## src/rtl/fetch_stage.sv

```systemverilog
// Instruction-fetch stage: PC, ROM address, IF/ID output register with valid/ready toward decode.
// Optional macro HALT_ON_ZERO_EN stops fetching at an all-zero instruction word.
module fetch_stage #(
    parameter logic [31:0] RESET_PC   = 32'h0000_0000,
    parameter int          IMEM_WORDS = 64
) (
    input  logic        clk,
    input  logic        reset,
    output logic [31:0] imem_addr,
    input  logic [31:0] imem_rd,
    input  logic        branch_en,
    input  logic [31:0] branch_target,
    output logic        out_valid,
    input  logic        out_ready,
    output logic [31:0] out_instr,
    output logic [31:0] out_pc,
    output logic [31:0] out_pc_plus8,
    output logic        halted,
    output logic [15:0] fetch_count
);

    localparam logic [31:0] PC_MASK = 32'(IMEM_WORDS * 4 - 1);

    logic [31:0] r_pc;
    logic        r_out_valid;
    logic [31:0] r_out_instr;
    logic [31:0] r_out_pc;
    logic [31:0] r_out_pc_plus8;
    logic [15:0] r_fetch_count;

    logic        w_advance;
    logic [31:0] w_pc_next;
    logic [31:0] w_target;

`ifdef HALT_ON_ZERO_EN
    typedef enum logic {RUN, HALT} state_t;
    state_t r_state;
    logic   r_halted;
    assign halted = r_halted;
`else
    assign halted = 1'b0;
`endif

    assign w_advance = !r_out_valid || out_ready;
    assign w_pc_next = (r_pc + 32'd4) & PC_MASK;
    // Word-align the redirect and fold it into the ROM address space.
    assign w_target  = branch_target & PC_MASK & ~32'h3;

    always_ff @(posedge clk) begin
        if (reset) begin
            r_pc           <= RESET_PC;
            r_out_valid    <= 1'b0;
            r_out_instr    <= 32'h0;
            r_out_pc       <= 32'h0;
            r_out_pc_plus8 <= 32'h8;
            r_fetch_count  <= 16'h0;
`ifdef HALT_ON_ZERO_EN
            r_state        <= RUN;
            r_halted       <= 1'b0;
`endif
        end else begin
            // A word flushed by a redirect is never counted as accepted.
            if (r_out_valid && out_ready && !branch_en && r_fetch_count != 16'hFFFF)
                r_fetch_count <= r_fetch_count + 16'd1;

            if (branch_en) begin
                r_pc        <= w_target;
                r_out_valid <= 1'b0;
`ifdef HALT_ON_ZERO_EN
                r_state     <= RUN;
                r_halted    <= 1'b0;
`endif
            end
`ifdef HALT_ON_ZERO_EN
            else if (r_state == HALT) begin
                if (out_ready)
                    r_out_valid <= 1'b0;
            end else if (w_advance && imem_rd == 32'h0) begin
                if (out_ready)
                    r_out_valid <= 1'b0;
                r_state  <= HALT;
                r_halted <= 1'b1;
            end
`endif
            else if (w_advance) begin
                r_out_instr    <= imem_rd;
                r_out_pc       <= r_pc;
                r_out_pc_plus8 <= r_pc + 32'd8;
                r_out_valid    <= 1'b1;
                r_pc           <= w_pc_next;
            end
        end
    end

    assign imem_addr    = r_pc;
    assign out_valid    = r_out_valid;
    assign out_instr    = r_out_instr;
    assign out_pc       = r_out_pc;
    assign out_pc_plus8 = r_out_pc_plus8;
    assign fetch_count  = r_fetch_count;

endmodule

```

## config.mk

```make
export PLATFORM = sky130hd
export DESIGN_NAME = fetch_stage
export DESIGN_NICKNAME = d
export VERILOG_FILES = /design/src/rtl/fetch_stage.sv
export SDC_FILE = /design/constraint.sdc
export NUM_CORES = 1
export LEC_CHECK = 0
export ABC_AREA = 1
export ABC_CLOCK_PERIOD_IN_PS = 1800
export CAP_MARGIN = 20
export CORE_UTILIZATION = 45
export DETAILED_ROUTE_END_ITERATION = 10
export DONT_BUFFER_PORTS = 1
export SLEW_MARGIN = 10
export SYNTH_ARGS = -nofsm -noshare
export SYNTH_HDL_FRONTEND = slang
export SYNTH_SLANG_ARGS = --single-unit
```

## constraint.sdc

```tcl
create_clock -name clk -period 1.8 [get_ports clk]
set_input_delay 0.27 -clock clk [delete_from_list [all_inputs] [get_ports clk]]
set_output_delay 0.27 -clock clk [all_outputs]
set_load 0.02 [all_outputs]
```

==> results of run 1 <==
-- metrics by stage --
stage / setup slack [ns] / power [mW] / utilization (%)
floorplan: 0.1895 / 2.209 / -
global placement: 0.2868 / 2.134 / 46.22
detailed placement: 0.2610 / 2.143 / 46.22
CTS: 0.2438 / 3.531 / 49.45
global route: 0.08509 / 3.670 / 49.45
finish: 0.2574 / 3.502 / 49.45
-- worst min-delay path by stage --
stage / from / endpoint / slack [ns] / depth (start not counted)
5_1_grt: branch_en / imem_addr[2] / 0.07 / 2
3_3_place_gp: reset / fetch_count[1] / 0.34 / 1
4_1_cts: branch_target[6] / imem_addr[6] / 0.07 / 2
6_report: branch_en / imem_addr[2] / 0.08 / 2
2_1_floorplan: branch_target[6] / imem_addr[6] / 0.43 / 2
3_5_place_dp: reset / fetch_count[1] / 0.34 / 1
-- synth_stat cells (all sizes together), types with 4 or more instances --
library cell / number
o21ai: 47
buf: 91
inv: 20
nand2: 69
xor2: 8
dfxtp: 67
a21oi: 20
a31oi: 4
nor2: 106
nand4: 5
nand3: 15
clkbuf: 6
-- power groups by stage --
stage	logic, mW	registers (mW)	clock network, mW
after floorplan	0.456	1.75	0
after global placement	0.386	1.75	0
after detailed placement	0.393	1.75	0
after CTS	0.405	1.71	1.41
after global routing	0.462	1.72	1.48
final	0.405	1.71	1.39
-- registers in the layout, summed over array words and instances (netlist names) --
signal	flops
fetch_count	16
out_instr	32
out_pc_plus8	6
imem_addr	6
out_pc	6
out_valid	1
-- kinds of logic after synthesis --
kind of cell	synth area share, %
xor gates and xnor gates	2.535
buffers and inverters	22.13
AOI/OAI and AO/OA	11.63
and+or+nand+nor	23.69
DFF	38.83
adders and majority gates	1.087
other	0.1086
-- worst max-delay path, cell delays in order, from the launching register on --
cell     delay [ns]
dfxtp_1        0.32
ha_1           0.24
nand2_1        0.10
nor2_2         0.05
nand2_2        0.11
nor2_2         0.07
nor2_4         0.32
nand2_1        0.13
a21oi_2        0.14
-- layout make-up --
class	instances	share of cell area [%]
multi-input cells	362	45.18
flip-flops and latches	67	37.00
repair buffers	30	6.351
clock buffers	9	3.417
well taps	99	3.417
clock inverters	7	2.554
inverters	20	2.071
-- layer usage --
metal  routed length (um)  vias to the layer above  global-route usage, %
li1                     -                     1382                      -
met1                 2980                     1217                  20.51
met5                    0                        -                      0
met2                 3491                      122                  29.75
met3                  748                        6                  8.044
met4                   75                        0                  6.205
==> impl_metrics.ini, run 1 <==
[outcome]
status = finished, final reports clean

[job]
drv_cap = 0

[global_routing]
grt_pass1_wl_mm = 10.62
grt_overflow = 0
grt_pass1_vias = 2217
antenna_found_initial = 0
grt_usage_pct = 17.94
grt_max_degree = 34

[floorplan]
die_x_um = 89.62
dieArea_um2 = 8031
rows = 31
die_h_um = 89.62
boundaryPins = 214
core_um2 = 7331
start_util_pct = 47.12

[clocking]
cts-buffers-inserted = 9
clockRootBuffer = clkbuf_8
cts_resized = 0
clk_path_buf_depth = 2
cts.sinks = 67
clkTransAtPathRegs_ns = 0.08
cts_tree = yes
holdBufCountCts = 2
post-cts-setup-buffers = 0
htreeDepth = 3
clk_latency_ns = 0.35

[power_and_ir_drop]
clockPowerShare_pct = 39.6
power.switching_mw = 1.067
p_sw_share_pct = 30.47
seqPwrFrac_pct = 48.9
internal_power_mw = 2.435
power_density_nw_per_um2 = 966.3
p_leak_nw = 1.610
ir_drop_mv = 0.4448
pwr-share-comb_pct = 11.6

[layout]
multiInputGateArea_um2 = 1638
stdcell_area_um2 = 3625
most-common-layout-cells = nor2_1, conb_1, dfxtp_1, nand2_1, o21ai_0
diodes = 0
finalNetCount = 561
syn2layout_area_growth_pct = 4.926
final_common_cell = nor2_1
layoutNonFillerInstCount = 594
regArea_um2 = 1341
fill_cells = 741
drive_gt1_share_pct = 12.12

[synthesis]
synth_cell_type_count = 29
ys_warn_count = 0
synthCells = 469
netlist_area_um2 = 3455
synth_top_area_cell = dfxtp_1
ys_ff_latch = 67
syn_avg_cell_area_um2 = 7.366
synth_top_area_share_pct = 38.83
synth-edff-count = 0
ys_top_cells_by_area = dfxtp_1, buf_4, nor2_1, nand2_1, o21ai_0
ys.flop_type = dfxtp_1
yosysSeqAreaShare_pct = 38.83
synthArstFlopShare_pct = 0

[drt]
post-route-drc-count = 0
wirelength_mm = 7.295
drt_pass1_iterations = 4
routedWlPerCell_um = 12.28
vias = 2727
drtAntennaViolNets = 0
viasPerCell = 4.591
initialDrtViolationCount = 87

[timing]
holdWs_ns = 0.07661
fin_crit_sh_pct = 85.70
slew_headroom_pct = 51.83
rsz0062_at_grt = false
hold_viol = 0
worst_pin_slew_ns = 0.7202
fmax_mhz = 648.3
setup-violations-final = 0
fin_crit_ns = 1.543
maxSlewViolCount = 0
fin_tns_setup_ns = 0
fin_worst_skew_ns = 0.01182

[placement]
hpwl_mm = 5.194
place_congestion = 0.7964
portBuffers = 0
dpl_cell_area_um2 = 3388
dp_cells = 576

[worst_setup_path]
critical_path_class = flip-flop to flip-flop
r2r_setup_slack_ns = 0.26
cp_max_fo = 16
rr_worst_depth = 8
reg2reg_to = fetch_count[2]
worstSetupEndpointType = flip-flop
worstPathArrival_ns = 1.81
endpoint = fetch_count[2]
start_kind = flip-flop
cp.required_ns = 2.07
r2r-start = fetch_count[0]
crit_start = fetch_count[0]

[worst_hold_path]
hold_class = input pin to flip-flop
No activity file was read; power rests on OpenSTA's default activity.
==> run 2: changes to the inputs <==
REMOVE_ABC_BUFFERS = 1   (was unset)
==> run 2 against run 1 <==
Fmax barely moved. Largest cell class unchanged. Utilization fell by 0.70 points. Critical path depth rose by 1. Largest power group unchanged.
==> impl_metrics.ini, run 2 (synthesized netlist as in run 1, its figures left out) <==
[global_routing]
grt_max_degree = 47
grt_pass1_vias = 2270
antenna_found_initial = 0
grt_overflow = 0
grt_usage_pct = 17.91
grt_pass1_wl_mm = 10.85

[timing]
fin_crit_sh_pct = 85.77
fin_tns_setup_ns = 0
fin_worst_skew_ns = 0.006444
slew_headroom_pct = 47.58
setup-violations-final = 0
worst_pin_slew_ns = 0.7837
fmax_mhz = 647.7
hold_viol = 0
fin_crit_ns = 1.544
maxSlewViolCount = 0
worst_slack_ns = 0.2561
rsz0062_at_grt = false

[worst_setup_path]
cp_max_fo = 16
critical_path_class = flip-flop to flip-flop
start_kind = flip-flop
worstPathArrival_ns = 1.77
crit_start = fetch_count[0]
critPathMaxStageDelay_ns = 0.32
critPathSlowestCell = dfxtp_1
crit_chain = ha_1 -> nand2_1 -> nor2_2 -> nand2_2 -> nor2_2 -> nor2_4 -> nand3_1 -> nand2_1 -> nor2_1
r2r-start = fetch_count[0]
worstSetupEndpointType = flip-flop
cp.required_ns = 2.03

[layout]
largest_reg_flops = 32
fill_cells = 745
drive_gt1_share_pct = 11.41
diodes = 0
finalNetCount = 559
most-common-layout-cells = nor2_1, conb_1, dfxtp_1, nand2_1, o21ai_0
final_common_cell = nor2_1
syn2layout_area_growth_pct = 3.441
final_util_pct = 48.75

[placement]
place_congestion = 0.8099
preCtsSetupSlack_ns = 0.2645
portBuffers = 0
hpwl_mm = 5.166

[floorplan]
die_x_um = 89.62
start_util_pct = 47.12
die_h_um = 89.62
dieArea_um2 = 8031
rows = 31
core_um2 = 7331
boundaryPins = 214

[worst_hold_path]
hold_class = input pin to flip-flop
min_from = branch_en

[clocking]
cts.sinks = 67
cts-buffers-inserted = 9
clk_path_buf_depth = 2
cts_tree = yes
clockRootBuffer = clkbuf_8
clk_latency_ns = 0.33
clkTransAtPathRegs_ns = 0.07
htreeDepth = 3

[drt]
wirelength_mm = 7.177
vias = 2710
viasPerCell = 4.593
post-route-drc-count = 0
initialDrtViolationCount = 85
drtAntennaViolNets = 0
drt_pass1_iterations = 4
routedWlPerCell_um = 12.16

[power_and_ir_drop]
power_density_nw_per_um2 = 922.9
p_leak_nw = 1.578
ir_drop_mv = 0.4022

[job]
drv_cap = 0

[outcome]
status = finished, final reports clean
-- run 2: changes by cell type in the layout (fill, tap and decap cells not counted), sizes merged --
cell	before	now
buf	28	26
clkinv	5	3
bufinv	2	1
clkinvlp	0	1
-- run 2: cell type report --
| class | count | area (um2) | area share, % |
|---|---|---|---|
| clock buffers | 9 | 123.9 | 3.466 |
| clock inverters | 5 | 56.30 | 1.576 |
| inverters | 20 | 75.07 | 2.101 |
| multi-input cells | 362 | 1638 | 45.83 |
| flip-flops and latches | 67 | 1341 | 37.54 |
| well taps | 99 | 123.9 | 3.466 |
| repair buffers | 28 | 215.2 | 6.022 |
-- run 2: metal layers --
metal | vias to the layer above | share of wire [%] | routed length, um | track usage [%]
li1 | 1368 | - | - | -
met1 | 1201 | 42 | 3042 | 22.01
met2 | 134 | 48 | 3411 | 29.68
met3 | 7 | 8.9 | 640 | 4.570
met4 | 0 | 1.1 | 82 | 7.792
met5 | - | 0 | 0 | 0
-- run 2: worst paths after layout --
check,cells past startpoint,slack [ns],endpoint
hold reg to reg,2,0.53,fetch_count[3]
setup / recovery,9,0.26,fetch_count[13]
setup reg to reg,9,0.26,fetch_count[13]
hold / removal,2,0.09,imem_addr[3]
-- run 2: per-stage QoR --
stage / cell area [um2] / cells / hold WS [ns] / power [mW]
after floorplan: 3054 / 449 / 0.3324 / 2.051
after global placement: 3373 / 574 / 0.3363 / 2.129
after detailed placement: 3373 / 574 / 0.3382 / 2.138
after CTS: 3573 / 590 / 0.06716 / 3.342
after global routing: 3573 / 590 / 0.09099 / 3.480
final: 3573 / 590 / 0.08839 / 3.298
-- run 2: power breakdown --
part           internal (mW)  switching (mW)  total [mW]  leakage (nW)
clock                  0.621           0.565        1.19        0.0909
sequential              1.57           0.146        1.71         0.552
combinational         0.0880           0.311       0.399         0.936
-- run 2: repair_timing --
item / in CTS / in global routing
buffers inserted: 0 / 0
endpoints found under the setup margin: 0 / 0
gates resized for setup: 0 / 0
endpoints found under the hold margin: 17 / 0
hold buffers: 2 / 0
-- run 2: worst max-delay path, delay by kind of cell, from the launching register on --
kind                       cells  cell delay [ns]
and+or+nand+nor                8             0.88
adders and majority gates      1             0.23
DFF                            1             0.32
